--- config.mk ---
export PLATFORM = sky130hd
export DESIGN_NAME = vertex_batch_fetch
export DESIGN_NICKNAME = d
export VERILOG_FILES = /design/src/rtl/gpu_vertex_pkg.sv /design/src/rtl/vertex_beat_assembler.sv /design/src/rtl/vertex_batch_fetch.sv
export SDC_FILE = /design/constraint.sdc
export NUM_CORES = 2
export LEC_CHECK = 0
export ABC_CLOCK_PERIOD_IN_PS = 7300
export BUFFER_PORTS_ARGS = -buffer_cell sky130_fd_sc_hd__buf_2
export CAP_MARGIN = 0
export CORE_AREA = 2 2 388 390
export DETAILED_ROUTE_END_ITERATION = 8
export DIE_AREA = 0 0 390 392
export GPL_ROUTABILITY_DRIVEN = 1
export PLACE_DENSITY = 0.53
export SYNTH_ARGS = -nofsm -noshare
export SYNTH_HDL_FRONTEND = slang
export SYNTH_HIERARCHICAL = 1
export SYNTH_SLANG_ARGS = --single-unit
--- constraint.sdc ---
create_clock -name clk -period 7.3 [get_ports clk]
set_input_delay 0.365 -clock clk [delete_from_list [all_inputs] [get_ports clk]]
set_output_delay 0.365 -clock clk [all_outputs]
set_load 0.02 [all_outputs]
--- src/rtl/gpu_vertex_pkg.sv ---
// Shared definitions for the vertex fetch path: FSM state encoding and
// geometry helpers that turn attribute/bus parameters into vertex size
// and beat count.
package gpu_vertex_pkg;

  // Batch fetch controller states.
  typedef enum logic [1:0] {
    ST_IDLE  = 2'd0,
    ST_FETCH = 2'd1,
    ST_HOLD  = 2'd2,
    ST_DONE  = 2'd3
  } vbf_state_e;

  // Width of vertex index, count and stride fields.
  localparam int VTX_INDEX_W = 16;

  // Total bits in one assembled vertex.
  function automatic int vtx_bits(input int attr_width, input int attrs_per_vertex);
    return attr_width * attrs_per_vertex;
  endfunction

  // Number of memory beats needed to fetch one vertex.
  function automatic int beats_per_vertex(input int vertex_bits, input int bus_width);
    return vertex_bits / bus_width;
  endfunction

  // True when a vertex is an exact, non-zero number of bus beats.
  function automatic bit beats_exact(input int vertex_bits, input int bus_width);
    return (bus_width > 0) && (vertex_bits >= bus_width) && ((vertex_bits % bus_width) == 0);
  endfunction

endpackage

--- src/rtl/vertex_beat_assembler.sv ---
// Collects BEATS consecutive bus beats into one vertex-wide register.
// Beat k lands in bits [k*BUS_WIDTH +: BUS_WIDTH]. asm_next shows the
// assembly including the beat accepted this cycle, so the parent can
// capture a complete vertex on the same edge the last beat arrives.
module vertex_beat_assembler
  import gpu_vertex_pkg::*;
#(
  parameter int BUS_WIDTH = 64,
  parameter int BEATS     = 4,
  parameter int CNT_W     = (BEATS > 1) ? $clog2(BEATS) : 1
) (
  input  logic                       clk,
  input  logic                       rst_n,
  input  logic                       clear,
  input  logic                       beat_accept,
  input  logic [BUS_WIDTH-1:0]       beat_data,
  output logic [CNT_W-1:0]           beat_cnt,
  output logic                       last_beat,
  output logic [BEATS*BUS_WIDTH-1:0] asm_data,
  output logic [BEATS*BUS_WIDTH-1:0] asm_next
);

  assign last_beat = (beat_cnt == CNT_W'(BEATS - 1));

  // Merge the beat being accepted into a view of the assembly register.
  always_comb begin
    asm_next = asm_data;
    if (beat_accept) begin
      asm_next[int'(beat_cnt) * BUS_WIDTH +: BUS_WIDTH] = beat_data;
    end
  end

  // Beat counter and assembly storage; clear drops any partial vertex.
  always_ff @(posedge clk or negedge rst_n) begin
    if (!rst_n) begin
      beat_cnt <= '0;
      asm_data <= '0;
    end else if (clear) begin
      beat_cnt <= '0;
    end else if (beat_accept) begin
      asm_data <= asm_next;
      beat_cnt <= last_beat ? '0 : beat_cnt + 1'b1;
    end
  end

endmodule

--- src/rtl/vertex_batch_fetch.sv ---
// Vertex batch fetcher: walks a strided vertex array, reads each vertex
// as BEATS bus beats, and streams assembled vertices through a single
// output buffer.
//
// Handshakes: a memory beat transfers on a clk edge where
// o_mem_req && i_mem_ready (i_mem_rdata valid that cycle); a vertex
// transfers on a clk edge where o_vtx_valid && i_vtx_ready. While a
// request/valid is up and not yet accepted, its address/payload holds.
module vertex_batch_fetch
  import gpu_vertex_pkg::*;
#(
  parameter int ATTR_WIDTH       = 32,
  parameter int ATTRS_PER_VERTEX = 8,
  parameter int ADDR_WIDTH       = 32,
  parameter int BUS_WIDTH        = 64
) (
  input  logic                                 clk,
  input  logic                                 rst_n,
  input  logic                                 i_start,
  input  logic                                 i_abort,
  input  logic [ADDR_WIDTH-1:0]                i_base_addr,
  input  logic [15:0]                          i_first_index,
  input  logic [15:0]                          i_vertex_count,
  input  logic [15:0]                          i_stride_bytes,
  output logic                                 o_busy,
  output logic                                 o_done,
  output logic                                 o_mem_req,
  output logic [ADDR_WIDTH-1:0]                o_mem_addr,
  input  logic                                 i_mem_ready,
  input  logic [BUS_WIDTH-1:0]                 i_mem_rdata,
  output logic                                 o_vtx_valid,
  input  logic                                 i_vtx_ready,
  output logic [ATTR_WIDTH*ATTRS_PER_VERTEX-1:0] o_vertex_data,
  output logic [15:0]                          o_vtx_index,
  output logic                                 o_vtx_last,
  output logic [1:0]                           o_dbg_state
);

  localparam int VTX_BITS  = vtx_bits(ATTR_WIDTH, ATTRS_PER_VERTEX);
  localparam int BEATS     = beats_per_vertex(VTX_BITS, BUS_WIDTH);
  localparam int BUS_BYTES = BUS_WIDTH / 8;
  localparam int CNT_W     = (BEATS > 1) ? $clog2(BEATS) : 1;

  // A vertex must split into whole bus beats.
  if (!beats_exact(VTX_BITS, BUS_WIDTH)) begin : g_bad_geometry
    $error("vertex_batch_fetch: VTX_BITS must be a non-zero multiple of BUS_WIDTH");
  end

  vbf_state_e             state;
  logic [ADDR_WIDTH-1:0]  base_r;
  logic [ADDR_WIDTH-1:0]  vtx_addr_r;
  logic [15:0]            stride_r;
  logic [15:0]            idx_r;
  logic [15:0]            rem_r;

  logic                   vtx_valid_r;
  logic                   vtx_last_r;
  logic [15:0]            vtx_index_r;
  logic [VTX_BITS-1:0]    vtx_data_r;

  logic                   beat_acc;
  logic                   out_hs;
  logic                   can_load;
  logic                   abort_go;
  logic                   start_go;
  logic                   asm_clear;
  logic                   last_beat;
  logic                   final_vtx;
  logic                   load_fetch;
  logic                   load_hold;
  logic                   load_buf;
  logic [CNT_W-1:0]       beat_cnt;
  logic [VTX_BITS-1:0]    asm_data;
  logic [VTX_BITS-1:0]    asm_next;
  logic [ADDR_WIDTH-1:0]  beat_off;
  logic [15:0]            nxt_idx;
  logic [ADDR_WIDTH-1:0]  nxt_addr;

  // Byte address of a vertex; index*stride is taken mod 2^ADDR_WIDTH.
  function automatic logic [ADDR_WIDTH-1:0] vertex_addr(
    input logic [ADDR_WIDTH-1:0] base,
    input logic [15:0]           idx,
    input logic [15:0]           stride
  );
    logic [31:0] prod;
    prod = 32'(idx) * 32'(stride);
    return base + ADDR_WIDTH'(prod);
  endfunction

  assign o_mem_req  = (state == ST_FETCH);
  assign beat_acc   = o_mem_req && i_mem_ready;
  assign out_hs     = vtx_valid_r && i_vtx_ready;
  assign can_load   = !vtx_valid_r || i_vtx_ready;
  assign abort_go   = i_abort && (state != ST_IDLE);
  assign start_go   = i_start && (state == ST_IDLE);
  assign asm_clear  = abort_go || start_go;
  assign final_vtx  = (rem_r == 16'd1);

  // Completed vertex goes to the buffer straight from the bus when the
  // buffer is free, or from the held assembly once the buffer drains.
  assign load_fetch = (state == ST_FETCH) && beat_acc && last_beat && can_load;
  assign load_hold  = (state == ST_HOLD) && out_hs;
  assign load_buf   = load_fetch || load_hold;

  assign nxt_idx    = idx_r + 16'd1;
  assign nxt_addr   = vertex_addr(base_r, nxt_idx, stride_r);
  assign beat_off   = ADDR_WIDTH'(beat_cnt) * ADDR_WIDTH'(BUS_BYTES);
  assign o_mem_addr = vtx_addr_r + beat_off;

  assign o_busy        = (state != ST_IDLE);
  assign o_done        = (state == ST_DONE) && !vtx_valid_r;
  assign o_vtx_valid   = vtx_valid_r;
  assign o_vertex_data = vtx_data_r;
  assign o_vtx_index   = vtx_index_r;
  assign o_vtx_last    = vtx_last_r;
  assign o_dbg_state   = state;

  vertex_beat_assembler #(
    .BUS_WIDTH (BUS_WIDTH),
    .BEATS     (BEATS),
    .CNT_W     (CNT_W)
  ) u_asm (
    .clk         (clk),
    .rst_n       (rst_n),
    .clear       (asm_clear),
    .beat_accept (beat_acc),
    .beat_data   (i_mem_rdata),
    .beat_cnt    (beat_cnt),
    .last_beat   (last_beat),
    .asm_data    (asm_data),
    .asm_next    (asm_next)
  );

  // Batch sequencing: latch the batch, step through vertices, park in
  // HOLD when the output buffer is full, and finish via DONE.
  always_ff @(posedge clk or negedge rst_n) begin
    if (!rst_n) begin
      state      <= ST_IDLE;
      base_r     <= '0;
      vtx_addr_r <= '0;
      stride_r   <= '0;
      idx_r      <= '0;
      rem_r      <= '0;
    end else if (abort_go) begin
      state <= ST_IDLE;
    end else begin
      case (state)
        ST_IDLE: begin
          if (i_start) begin
            base_r     <= i_base_addr;
            stride_r   <= i_stride_bytes;
            idx_r      <= i_first_index;
            rem_r      <= i_vertex_count;
            vtx_addr_r <= vertex_addr(i_base_addr, i_first_index, i_stride_bytes);
            state      <= (i_vertex_count == 16'd0) ? ST_DONE : ST_FETCH;
          end
        end
        ST_FETCH, ST_HOLD: begin
          if (state == ST_FETCH && beat_acc && last_beat && !can_load) begin
            state <= ST_HOLD;
          end else if (load_buf) begin
            if (final_vtx) begin
              state <= ST_DONE;
            end else begin
              idx_r      <= nxt_idx;
              rem_r      <= rem_r - 16'd1;
              vtx_addr_r <= nxt_addr;
              state      <= ST_FETCH;
            end
          end
        end
        ST_DONE: begin
          if (!vtx_valid_r) begin
            state <= ST_IDLE;
          end
        end
        default: state <= ST_IDLE;
      endcase
    end
  end

  // Output buffer: loads a finished vertex, empties on handshake.
  always_ff @(posedge clk or negedge rst_n) begin
    if (!rst_n) begin
      vtx_valid_r <= 1'b0;
      vtx_last_r  <= 1'b0;
      vtx_index_r <= '0;
      vtx_data_r  <= '0;
    end else if (abort_go) begin
      vtx_valid_r <= 1'b0;
    end else if (load_buf) begin
      vtx_valid_r <= 1'b1;
      vtx_data_r  <= load_fetch ? asm_next : asm_data;
      vtx_index_r <= idx_r;
      vtx_last_r  <= final_vtx;
    end else if (out_hs) begin
      vtx_valid_r <= 1'b0;
    end
  end

endmodule

* Yosys cells after proc, flatten, opt, wreduce, memory -nomap -nowiden
Index checks and enable logic that the tools add are counted.
** Word-level totals
- Output and inout port bits :: 311
- Flip-flop bits (word level) :: 646
** Operators by class
- Bitwise logic cells :: 2
- Eq/ne operators :: 12
- Shift-type cells :: 2
- Muxes and demuxes :: 32
- Multipliers :: 2
- $add $sub $neg :: 7
- Reduce and logical (&&, ||, !) cells :: 27
** Operators with widths (count)
- two-way mux 256 bit :: 2
- bitwise mux 256 bit :: 1
- variable shift 64 x 33 -> 256 bit, first input constant :: 1
- indexed part select 64 x 33 -> 256 bit :: 1
- two-way mux 16 bit :: 8
- two-way mux 32 bit :: 4
- adder 32 bit :: 2
- multiplier 16 x 16 -> 32 bit :: 2
- case mux 16 bit (2 select lines) :: 2
- case mux 32 bit (2 select lines) :: 1
- negator 8 -> 33 bit :: 1
- adder 32 x 5 -> 32 bit :: 1
- two-way mux 2 bit :: 10
- adder 16 x 1 -> 16 bit, second input constant :: 1
- == test 16 x 1 -> 1 bit, second input constant :: 1
- zero test 16 bit :: 1
- subtractor 16 x 1 -> 16 bit, second input constant :: 1
- logical AND 1 bit :: 10
- != test 2 bit, second input constant :: 4
- == test 2 bit, second input constant :: 3
- != test 3 bit, second input constant :: 2
- case mux 2 bit (3 select lines) :: 1
- AND reduction 3 bit :: 2
- AND reduction 6 bit :: 1
- other kinds (12) :: 21

* Logic depth before layout (Yosys ltp)
- Depth in word-level cells :: 10
- Gate-level depth with buffers :: 30

* Cells and area by module
Netlist, hierarchy kept.
** By module, submodules not included
- vertex_batch_fetch :: area an instance 36996.7 µm², instances 1, cells an instance 4012, sequential area each 9709.3 µm²
- vertex_beat_assembler :: area an instance 14639.0 µm², instances 1, cells an instance 1268, sequential area each 6456.2 µm²

* Worst setup path before layout
OpenSTA, ideal clock, no wires.
- Path kind :: reg2reg
- From :: reg idx_r[1]
- To :: reg vtx_addr_r[30]
- Cell stages (with the launch flop) :: 28
- Required time :: 7.218 ns
- Period minus slack after synthesis :: 7.362 ns
- Setup time :: 0.082 ns
- Data arrival time :: 7.280 ns
- Path slack :: -0.062 ns
- Path through :: dfrtp_1 ha_1 nand2_1 nor2_1 and3_1 and3_1 buf_2 nand3_1 xnor2_1 buf_2 nand2_1 fa_1 fa_1 fa_1 inv_1 fa_1 fa_1 inv_1 fa_1 inv_1 ha_1 nand3_2 or2_4 nor4_4 o311ai_1 a31o_1 or4_1 a31oi_1
** Between the ends
- Word-level cells in the longest chain between the ends :: 7
** RTL lines
- start, declared :: line vertex_batch_fetch.sv:53 : logic [15:0] idx_r;
- start signal, assigned :: line vertex_batch_fetch.sv:152 : idx_r <= i_first_index;
- start signal, assigned :: line vertex_batch_fetch.sv:165 : idx_r <= nxt_idx;
- adder 16 x 1 -> 16 bit :: line vertex_batch_fetch.sv:105 : assign nxt_idx = idx_r + 16'd1;
- multiplier 16 x 16 -> 32 bit :: line vertex_batch_fetch.sv:86 : prod = 32'(idx) * 32'(stride);
- adder 32 bit :: line vertex_batch_fetch.sv:87 : return base + ADDR_WIDTH'(prod);
- two-way mux 32 bit :: line vertex_batch_fetch.sv:162 : if (final_vtx) begin
- two-way mux 32 bit :: line vertex_batch_fetch.sv:161 : end else if (load_buf) begin
- two-way mux 32 bit :: line vertex_batch_fetch.sv:159 : if (state == ST_FETCH && beat_acc && last_beat && !can_load) begin
- case mux 32 bit (2 select lines) :: line vertex_batch_fetch.sv:147 : case (state)
- end signal, assigned :: line vertex_batch_fetch.sv:154 : vtx_addr_r <= vertex_addr(i_base_addr, i_first_index, i_stride_bytes);
- end signal, assigned :: line vertex_batch_fetch.sv:167 : vtx_addr_r <= nxt_addr;
- end, declared :: line vertex_batch_fetch.sv:51 : logic [ADDR_WIDTH-1:0] vtx_addr_r;
No other way between the ends. The select of a mux whose other input is x is not followed.
A chain may end at the register's enable or synchronous reset.

* Final worst setup path
- From :: reg idx_r[1]
- To :: reg vtx_addr_r[26]
The elaborated chain is that of the path after synthesis.

==> qor.txt <==
Crit path launch type -> register
Required time reported for the critical path endpoint -> 7.84 ns
Buffer cell driving the clock tree root -> clkbuf_16
Worst-case reg-to-reg path depth -> 28
Share of final-layout standard cells stronger than drive strength 1 -> 0.170
Mean Syn Cell Area -> 9.78 um2
Synthesized cell area -> 51600 um2
Worst R2R Start -> idx_r[1]$_DFFE_PN0P_
I/O pins -> 461
TritonCTS clock tree -> yes
Placed wire-length estimate -> 128000 um
Crit end category -> register
Average wire length per cell after detail routing -> 23.8 um
DR DRC count -> 0
Number of global-route vias before repair -> 41150
Unrepaired setup endpoints after global routing -> true
Total gr overflow -> 0
Non-Filler Cell Area, Final -> 60000 um2
Crit-path max FO -> 7
Max-Cap Viols -> 0
Clk_lat worst skew -> 0.69 ns
Largest net degree at the start of global routing -> 259
Synthesized instance count -> 5280
Clock period minus worst slack -> 7.13 ns
Number of synthesis warnings -> 6
Vias per cell -> 5.40
Number of placement rows -> 142
Port Buf Inserts -> 460
Number of levels in the clock H-tree -> 3
Clk sink count -> 646
Relative slew slack -> 0.269
Crit Path Category -> register to register
Layout area overhead -> 16.3%
Share of the yosys chip area belonging to registers -> 0.313
Die X-Extent -> 390 um
Crit-path slowest cell -> fa_1
Non-filler instance count after layout -> 7669
Placer's final routability congestion estimate -> 0.896
Period utilisation layout -> 0.977
Hold Path Sink -> u_asm/asm_data[211]$_DFFE_PN0P_
R2r setup slk -> 0.17 ns
Synth async-reset ratio -> 1.00
Count of flip-flops with a built-in enable after synthesis -> 0
End of the worst register-to-register path -> vtx_addr_r[26]$_DFFE_PN0P_
Number of buffers added by the clock tree synthesis step -> 82
Worst min-delay path class -> input port to register
Iteration count of the initial detailed-routing pass -> 6
Overall via count from detail_route -> 41386
Total nets after synthesis -> 6094
Most used standard cell by instance count after synthesis -> nand2_1
Worst endpoint data arrival time -> 7.67 ns
Worst stage delay on the critical path -> 0.58 ns
Most used DFF post-synth -> dfrtp_1
Hold Path Origin -> i_mem_rdata[19]
Overall track demand over capacity in global routing -> 0.234
Top area cells in the synthesized netlist -> dfrtp_1, fa_1, a32o_1, mux2i_1, nand2_1
First-pass GRT wire length -> 272000 um
Post-synth top area share -> 0.313
Clock transition at the register clock pins on the worst setup and hold paths after CTS -> 0.06 ns
Buffer levels on the longest clock path -> 3
Cell type with the largest total area after synthesis -> dfrtp_1
Count of endpoints failing setup in the final report -> 0
Transition time at the pin with the least slew margin -> 1.10 ns
Worst-case clock skew -> 0.0325 ns
Core ar. -> 149000 um2
Library cells used by synthesis -> 86
Number of antenna violations at the first check in global routing -> 25
Yosys reg bits -> 646
Endpoints failing hold -> 0
Ranking of synthesized cells by instance count -> nand2_1, inv_1, dfrtp_1, fa_1, a32o_1
Die footprint -> 153000 um2
Cell with the most instances on the worst path -> fa_1
Wire length after detailed routing -> 182000 um
Cell count of the worst hold path -> 3
Instance area at placement -> 55900 um2
Placed insts -> 7428
Hold slack -> 0.0509 ns
Max Fclk -> 140 MHz
Effective utilization at floorplan -> 0.347
Outcome -> finished, final reports clean
Die Span Y -> 392 um
Number of nets with antenna violations after routing -> 0
Nets@finish -> 6466
Number of slew-limit violations in the final report -> 0
Initial drt markers -> 3164
Post-layout utilization of the core -> 0.403
-- per-layer routing --
layer / vias up / routed length [um] / GRT usage
li1: 18652 / - / -
met1: 21180 / 78400 / 0.315
met2: 1295 / 85300 / 0.376
met3: 243 / 12200 / 0.0463
met4: 16 / 6260 / 0.0812
met5: - / 99 / 0
-- kinds of logic after synthesis --
family                     Yosys count  synth area share
adders and majority gates          664             0.226
buffers and inverters             1097            0.0840
AOI/OAI and AO/OA                 1020             0.149
muxes                              375            0.0750
and+or+nand+nor                   1395             0.138
DFF                                646             0.313
xor gates and xnor gates            83            0.0142
-- timing repair --
item	4_1_cts	5_1_grt
gates resized for setup	8	83
hold endpoints to repair	170	0
pin swaps	5	60
endpoints found under the setup margin	8	17
hold buffers	64	0
setup buffers	3	18
-- cell type report --
type / count / area (um2)
fillers: 14827 / 88900
flip-flops and latches: 646 / 16200
clock buffers: 123 / 2430
diodes: 11 / 27.5
well taps: 1944 / 2430
inverters: 694 / 2610
repair buffers: 691 / 4300
multi-input cells: 3537 / 31700
clock inverters: 23 / 393
-- worst max-delay path, delay by kind of cell (launching register included) --
kind | cells | cell delay (ns)
adders and majority gates | 7 | 3.21
AOI/OAI and AO/OA | 6 | 1.36
buffers and inverters | 7 | 0.86
and+or+nand+nor | 6 | 0.83
DFF | 1 | 0.40
xor gates and xnor gates | 2 | 0.31
-- layout by cell type (no fill, tap or decap), types with 21 or more instances in the layout --
| cell type | count |
|---|---|
| and4b_1 | 65 |
| buf_4 | 154 |
| o22ai_1 | 21 |
| xnor2_1 | 51 |
| buf_2 | 459 |
| dfrtp_1 | 645 |
| clkbuf_16 | 83 |
| nand3b_1 | 71 |
| nor2b_1 | 83 |
| ha_1 | 200 |
| a21oi_1 | 71 |
| mux2i_1 | 278 |
| nand3_1 | 41 |
| nor2_1 | 57 |
| a32o_1 | 345 |
| mux2_2 | 96 |
| fa_1 | 447 |
| dlygate4sd3_1 | 64 |
| and2_1 | 213 |
| o2bb2ai_1 | 67 |
| nand2_1 | 722 |
| o21ai_1 | 65 |
| xor2_1 | 27 |
| a21o_1 | 23 |
| o21ai_0 | 293 |
| inv_1 | 688 |
-- stage by stage --
| stage | setup WS (ns) | TNS [ns] |
|---|---|---|
| 2_1_floorplan | 0.0168 | 0 |
| 3_3_place_gp | -0.146 | -0.352 |
| 3_5_place_dp | -0.178 | -0.618 |
| 4_1_cts | 0.000270 | 0 |
| 5_1_grt | -0.112 | -0.733 |
| 6_report | 0.166 | 0 |
-- state kept, by name (all words and copies together), names as in the netlist --
name	count
stride_r	16
o_vtx_valid	1
base_r	32
idx_r	16
u_asm/asm_data	256
u_asm/beat_cnt	2
o_vtx_last	1
o_vertex_data	256
rem_r	16
o_vtx_index	16
vtx_addr_r	32
o_dbg_state	2
-- worst max path at each step --
stage / from / to / slack (ns) / cells after the start
floorplan: idx_r[1]$_DFFE_PN0P_ / vtx_addr_r[30]$_DFFE_PN0P_ / 0.02 / 27
global placement: idx_r[0]$_DFFE_PN0P_ / vtx_addr_r[30]$_DFFE_PN0P_ / -0.15 / 25
detailed placement: idx_r[0]$_DFFE_PN0P_ / vtx_addr_r[30]$_DFFE_PN0P_ / -0.18 / 25
CTS: idx_r[0]$_DFFE_PN0P_ / vtx_addr_r[29]$_DFFE_PN0P_ / 0.0003 / 28
global route: idx_r[1]$_DFFE_PN0P_ / vtx_addr_r[28]$_DFFE_PN0P_ / -0.11 / 28
finish: idx_r[1]$_DFFE_PN0P_ / vtx_addr_r[26]$_DFFE_PN0P_ / 0.17 / 28
Power is not shown: default switching activity piles up to over one toggle a cycle in this logic, so the estimate is an artifact.
